$ cat src/rtl/arb_pkg.sv
// Shared definitions for the rr_arbiter4 slice: requester count, ID width,
// FSM state encoding and a one-hot-from-ID helper.
package arb_pkg;
   localparam int NUM_REQ = 4;
   localparam int ID_W    = 2;

   localparam logic [1:0] ST_IDLE  = 2'd0;
   localparam logic [1:0] ST_GRANT = 2'd1;
   localparam logic [1:0] ST_TURN  = 2'd2;

   function automatic logic [NUM_REQ-1:0] onehot(
      input logic [ID_W-1:0] id
   );
      logic [NUM_REQ-1:0] v;
      v     = '0;
      v[id] = 1'b1;
      return v;
   endfunction
endpackage

$ cat src/rtl/rr_arbiter4_if.sv
// Request/grant bundle between requesters (master) and arbiter (slave).
// EN/REQ[/LOCK] in, GNT/GNT_ID/BUSY out; LOCK exists only with ARB_LOCK_EN.
interface rr_arbiter4_if;
   import arb_pkg::*;
   logic                EN;
   logic [NUM_REQ-1:0]  REQ;
`ifdef ARB_LOCK_EN
   logic                LOCK;
`endif
   logic [NUM_REQ-1:0]  GNT;
   logic [ID_W-1:0]     GNT_ID;
   logic                BUSY;

`ifdef ARB_LOCK_EN
   modport master (output EN, REQ, LOCK, input GNT, GNT_ID, BUSY);
   modport slave  (input EN, REQ, LOCK, output GNT, GNT_ID, BUSY);
`else
   modport master (output EN, REQ, input GNT, GNT_ID, BUSY);
   modport slave  (input EN, REQ, output GNT, GNT_ID, BUSY);
`endif
endinterface

$ cat src/rtl/rr_pick4.sv
// Rotating-priority picker: REQ[3:0], PRI[1:0] in; WIN_ID[1:0], WIN_VALID out.
// Rotate so PRI lands at bit 0, fixed-priority encode, then un-rotate.
module rr_pick4
   import arb_pkg::*;
(
   input  logic [NUM_REQ-1:0] REQ,
   input  logic [ID_W-1:0]    PRI,
   output logic [ID_W-1:0]    WIN_ID,
   output logic               WIN_VALID
);
   logic [2*NUM_REQ-1:0] dbl;
   logic [NUM_REQ-1:0]   rot;
   logic [ID_W-1:0]      enc;

   always_comb begin
      dbl = {REQ, REQ};
      rot = dbl[PRI +: NUM_REQ];
      enc = '0;
      // descending scan so the lowest set bit wins
      for (int i = NUM_REQ - 1; i >= 0; i--) begin
         if (rot[i]) enc = ID_W'(i);
      end
      // 2-bit add wraps modulo 4
      WIN_ID    = enc + PRI;
      WIN_VALID = |REQ;
   end
endmodule

$ cat src/rtl/rr_arbiter4.sv
// Four-requester round-robin arbiter with hold limit and one-cycle turnaround.
// Ports: CLK, RST (async active-high), arb (slave: EN, REQ, GNT, GNT_ID, BUSY).
// Optional macro ARB_LOCK_EN adds LOCK, which suspends the hold limit.
module rr_arbiter4
   import arb_pkg::*;
#(
   parameter int MAX_HOLD = 8,
   parameter int CNT_W    = 8
) (
   input logic          CLK,
   input logic          RST,
   rr_arbiter4_if.slave arb
);
   localparam logic [CNT_W-1:0] LIMIT = CNT_W'(MAX_HOLD - 1);

   logic [1:0]         state_q, state_d;
   logic [NUM_REQ-1:0] gnt_q, gnt_d;
   logic [ID_W-1:0]    gnt_id_q, gnt_id_d;
   logic [ID_W-1:0]    pri_q, pri_d;
   logic [CNT_W-1:0]   cnt_q, cnt_d;

   logic [ID_W-1:0]    win_id;
   logic               win_valid;
   logic               at_limit;
   logic               hold_over;
   logic               rel;

   rr_pick4 u_pick (
      .REQ       (arb.REQ),
      .PRI       (pri_q),
      .WIN_ID    (win_id),
      .WIN_VALID (win_valid)
   );

   // >= rather than == so a lock-extended tenure releases on unlock
   assign at_limit = (cnt_q >= LIMIT);

`ifdef ARB_LOCK_EN
   assign hold_over = at_limit && !arb.LOCK;
`else
   assign hold_over = at_limit;
`endif

   assign rel = !arb.REQ[gnt_id_q] || !arb.EN || hold_over;

   always_comb begin
      state_d  = state_q;
      gnt_d    = gnt_q;
      gnt_id_d = gnt_id_q;
      pri_d    = pri_q;
      cnt_d    = cnt_q;
      case (state_q)
         ST_IDLE, ST_TURN: begin
            if (arb.EN && win_valid) begin
               state_d  = ST_GRANT;
               gnt_d    = onehot(win_id);
               gnt_id_d = win_id;
               cnt_d    = '0;
            end else begin
               state_d  = ST_IDLE;
            end
         end
         ST_GRANT: begin
            if (rel) begin
               state_d = ST_TURN;
               gnt_d   = '0;
               pri_d   = gnt_id_q + 1'b1;
            end else if (!at_limit) begin
               cnt_d   = cnt_q + 1'b1;
            end
         end
         default: begin
            state_d = ST_IDLE;
            gnt_d   = '0;
         end
      endcase
   end

   always_ff @(posedge CLK or posedge RST) begin
      if (RST) begin
         state_q  <= ST_IDLE;
         gnt_q    <= '0;
         gnt_id_q <= '0;
         pri_q    <= '0;
         cnt_q    <= '0;
      end else begin
         state_q  <= state_d;
         gnt_q    <= gnt_d;
         gnt_id_q <= gnt_id_d;
         pri_q    <= pri_d;
         cnt_q    <= cnt_d;
      end
   end

   assign arb.GNT    = gnt_q;
   assign arb.GNT_ID = gnt_id_q;
   assign arb.BUSY   = |gnt_q;
endmodule
$ cat src/flat_wrapper.sv
// flat-port wrapper written by rule: the top's interface ports become plain ports
module rr_arbiter4_flat import arb_pkg::*;
#(
   parameter int MAX_HOLD = 8,
   parameter int CNT_W    = 8
)
  (CLK, RST, arb_EN, arb_REQ, arb_GNT, arb_GNT_ID, arb_BUSY);
  rr_arbiter4_if arb_i ();
  input logic CLK;
  input logic RST;
  input wire logic [$bits(arb_i.EN)-1:0] arb_EN;
  input wire logic [$bits(arb_i.REQ)-1:0] arb_REQ;
  output wire logic [$bits(arb_i.GNT)-1:0] arb_GNT;
  output wire logic [$bits(arb_i.GNT_ID)-1:0] arb_GNT_ID;
  output wire logic [$bits(arb_i.BUSY)-1:0] arb_BUSY;
  assign arb_i.EN = arb_EN;
  assign arb_i.REQ = arb_REQ;
  assign arb_GNT = arb_i.GNT;
  assign arb_GNT_ID = arb_i.GNT_ID;
  assign arb_BUSY = arb_i.BUSY;
  rr_arbiter4 #(.MAX_HOLD(MAX_HOLD), .CNT_W(CNT_W)) u_core (.CLK(CLK), .RST(RST), .arb(arb_i));
endmodule
$ cat config.mk
export PLATFORM = sky130hd
export DESIGN_NAME = rr_arbiter4_flat
export DESIGN_NICKNAME = d
export VERILOG_FILES = /design/src/rtl/arb_pkg.sv /design/src/rtl/rr_arbiter4_if.sv /design/src/rtl/rr_pick4.sv /design/src/rtl/rr_arbiter4.sv /design/src/flat_wrapper.sv
export SDC_FILE = /design/constraint.sdc
export NUM_CORES = 1
export LEC_CHECK = 0
export ABC_AREA = 1
export CAP_MARGIN = 0
export CORE_MARGIN = 10
export CORE_UTILIZATION = 41
export CTS_BUF_LIST = sky130_fd_sc_hd__clkbuf_2
export DETAILED_ROUTE_END_ITERATION = 10
export PLACE_DENSITY = 0.7
export SETUP_SLACK_MARGIN = 0.1
export SYNTH_ARGS = -nofsm -noshare
export SYNTH_HDL_FRONTEND = slang
export SYNTH_HIERARCHICAL = 1
export SYNTH_SLANG_ARGS = --single-unit
export TNS_END_PERCENT = 5
$ cat constraint.sdc
create_clock -name CLK -period 3.75 [get_ports CLK]
set_input_delay 0.375 -clock CLK [delete_from_list [all_inputs] [get_ports CLK]]
set_output_delay 0.375 -clock CLK [all_outputs]
set_load 0.1 [all_outputs]
==> impl_metrics.ini <==
[cells_and_area]
antenna_cells = 0
final_layout_size_suffix_gt1_frac = 0.167
nNetsFinal = 167
area_growth_pct = 16.9
fill_cells = 249

[clocking]
cts.reportedPaths.clkPinSlew_ns = 0.18
tritoncts_num_sinks = 18
clk_path_buf_depth = 2
post_cts_resize_count = 0
cts_post_setup_buffers_inserted = 0
cts-hold-fix-buffers = 0
ctsRootBufferMaster = sky130_fd_sc_hd__clkbuf_2
htreeDepth = 1
cts_made_buffers = 3
insertion_delay_ns = 0.31
tritoncts = yes

[sta]
slew_worst_pin_ns = 0.970
setup-violations-final = 0
achievable-frequency_ghz = 0.382
final.setup.worst_slack_ns = 1.13
grt_setup_unrepaired = no
finalHoldViolations = 0
fin_setup_tns_ns = 0
min_period_ns = 2.62
final-max-slew-violation-count = 0
relSlewSlack = 0.351
fin_skew_ns = 0.0244
post-route-period-util = 0.699

[floorplan]
dieArea_mm2 = 0.00509
coreArea_mm2 = 0.00250
pin_count = 14
die_height_um = 71.4
die_w_um = 71.4
fp-row-count = 18
initial_core_util = 0.432

[power_and_ir_drop]
powerDensity_mw_per_mm2 = 867
p_leak_nw = 0.634
vdd_ir_drop_max_v = 0.000595

[route]
wl_per_cell_um = 11.5
route.detailed.drc = 0
ratio_of_routed_vias_to_standard_cells = 4.91
detailroute.via_count = 914
drt-total-wl_mm = 2.14
detail_route.iter0.violations = 17
dr.pass1.iters = 4
ant_nets = 0

[critical_path]
crit-reg2reg-capture = u_core/arb.GNT[1]$_DFFE_PP0P_
worst-endpoint-arrival_ns = 2.24
worst-r2r-cell-count = 14
critical-path-slowest-cell = sky130_fd_sc_hd__clkdlybuf4s50_1
setup.worst_path.end_class = primary output
max_stage_delay_ns = 0.98
cp-endpoint = arb_BUSY
critical_path.reg2reg.startpoint = u_core/pri_q[0]$_DFFE_PP0P_
reg2reg_setup_slack_ns = 1.75
timing.critical_path.from_type = flop
timing.setup.critical_path_class = flop to primary output
crit_path_max_fanout = 3
critical_path.cell_chain = or4_1, clkdlybuf4s50_1
required_ns = 3.38
worst_setup_path_start = u_core/arb.GNT[3]$_DFFE_PP0P_

[synthesis]
synth.cells.most_frequent = sky130_fd_sc_hd__nand2_1 (44), sky130_fd_sc_hd__dfrtp_1 (18), sky130_fd_sc_hd__nand3_1 (18), sky130_fd_sc_hd__inv_1 (13), sky130_fd_sc_hd__o21ai_0 (8)
syn-cell-area_mm2 = 0.00108
mappedNetlistNets = 149
postSynthCellCount = 140
synth_flop_cell = sky130_fd_sc_hd__dfrtp_1
post_synth.cell_area_avg_um2 = 7.72
number_of_register_bits_inferred_by_synthesis = 18
synth.area.top_cells = sky130_fd_sc_hd__dfrtp_1 (42%), sky130_fd_sc_hd__nand2_1 (15%), sky130_fd_sc_hd__nand3_1 (8.3%), sky130_fd_sc_hd__inv_1 (4.5%), sky130_fd_sc_hd__o21ai_0 (3.7%)
async_flop_share = 1.00
most_common_cell_in_the_netlist = sky130_fd_sc_hd__nand2_1
synth_enable_flop_cells = 0
ys_warn_count = 6
yosysUniqueCellTypes = 22
synth.largest_area_cell = sky130_fd_sc_hd__dfrtp_1
post-synth-top-area-fraction = 0.417
fraction_of_the_yosys_area_taken_by_sequential_cells = 0.417

[global_routing]
grt_start_max_net_pins = 19
grt_pass1_wl_mm = 3.70
grt_antenna_before_repair = 0
grt_remaining_overflow = 0
first_global_vias = 889
grtUsageTotal = 0.0875

[min_path]
hold_class = input port to async pin

[placement]
post-dp-hpwl_mm = 1.67
detailedPlace.worstSlack_ns = 1.39
place.gp.congestion = 0.749
port_buffers = 13

[job]
cap_violations = 0

[run_status]
outcome = finished, final reports clean
[per-layer routing]
layer,part of all wire,GRT usage
met5,0,0
met1,0.45,0.0924
met3,0.050,0.0372
met4,0.0061,0.0194
met2,0.50,0.157
[how the worst min path moves through the flow]
stage / startpoint / endpoint / slack (ns) / depth (start not counted)
5_1_grt: RST / u_core/arb.GNT_ID[0]$_DFFE_PP0P_ / 0.47 / 2
6_report: RST / u_core/arb.GNT_ID[0]$_DFFE_PP0P_ / 0.43 / 2
2_1_floorplan: RST / u_core/arb.GNT[0]$_DFFE_PP0P_ / 0.31 / 1
3_3_place_gp: u_core/cnt_q[4]$_DFFE_PP0P_ / u_core/cnt_q[4]$_DFFE_PP0P_ / 0.48 / 2
4_1_cts: RST / u_core/arb.GNT_ID[0]$_DFFE_PP0P_ / 0.46 / 2
3_5_place_dp: u_core/cnt_q[4]$_DFFE_PP0P_ / u_core/cnt_q[4]$_DFFE_PP0P_ / 0.49 / 2
[flip-flops by register name (all words and copies together), names as in the netlist]
register           cells
u_core/pri_q           2
u_core/state_q         2
u_core/arb.GNT         4
u_core/cnt_q           8
u_core/arb.GNT_ID      2
[cell type report]
class | count | area [um2] | area share
multi-input combinational | 101 | 547 | 0.433
sequential | 18 | 450 | 0.356
timing repair buffer | 13 | 130 | 0.103
inverter | 21 | 83.8 | 0.0663
tap | 30 | 37.5 | 0.0297
clock buffer | 3 | 15.0 | 0.0119
[through the flow]
step	util	area [um2]	cells	hold slack (ns)	power, mW
5_1_grt	0.506	1260	186	0.468	1.19
3_3_place_gp	0.499	1250	183	0.483	0.998
2_1_floorplan	-	1080	140	0.314	0.873
6_report	0.506	1260	186	0.427	1.10
3_5_place_dp	0.499	1250	183	0.487	1.02
4_1_cts	0.506	1260	186	0.456	1.10
[cells in the final DEF, fill, tap and decap left out]
master	Yosys	routed
sky130_fd_sc_hd__ha_1	2	2
sky130_fd_sc_hd__xor2_1	2	2
sky130_fd_sc_hd__nand2_2	4	4
sky130_fd_sc_hd__nor2_1	4	4
sky130_fd_sc_hd__nor2_2	3	3
sky130_fd_sc_hd__inv_6	1	1
sky130_fd_sc_hd__clkbuf_2	0	3
sky130_fd_sc_hd__inv_1	13	13
sky130_fd_sc_hd__xnor2_1	1	1
sky130_fd_sc_hd__nand2_1	44	44
sky130_fd_sc_hd__clkdlybuf4s50_1	0	13
sky130_fd_sc_hd__a21oi_1	1	1
sky130_fd_sc_hd__dfrtp_1	18	18
sky130_fd_sc_hd__nand3_4	1	1
sky130_fd_sc_hd__or4_1	2	2
sky130_fd_sc_hd__a21oi_2	1	1
sky130_fd_sc_hd__nand3_1	18	18
sky130_fd_sc_hd__inv_2	7	7
sky130_fd_sc_hd__o21ai_0	8	8
sky130_fd_sc_hd__nor3b_1	1	1
sky130_fd_sc_hd__nor2_4	3	3
sky130_fd_sc_hd__nand2_4	3	3
sky130_fd_sc_hd__a21boi_1	1	1
sky130_fd_sc_hd__or2_0	2	2
[worst max-delay path, delay by kind of cell, from the launching register on]
family | cells | cell delay (ns)
and+or+nand+nor | 1 | 0.51
DFF | 1 | 0.44
buffers and inverters | 1 | 0.98
[kinds of logic after synthesis]
| kind of cell | after synthesis | synth area share |
|---|---|---|
| AOI/OAI and AO/OA | 11 | 0.0567 |
| xor gates and xnor gates | 3 | 0.0243 |
| adders and majority gates | 2 | 0.0231 |
| buffers and inverters | 21 | 0.0776 |
| DFF | 18 | 0.417 |
| and+or+nand+nor | 85 | 0.402 |
[power by group]
part           switching [mW]  total [mW]  internal (mW)
Clock                  0.0592      0.0810         0.0218
Combinational           0.500       0.704          0.204
Sequential             0.0653       0.311          0.245
Total                   0.624        1.10          0.471
Power figures use the tool's default switching activity.
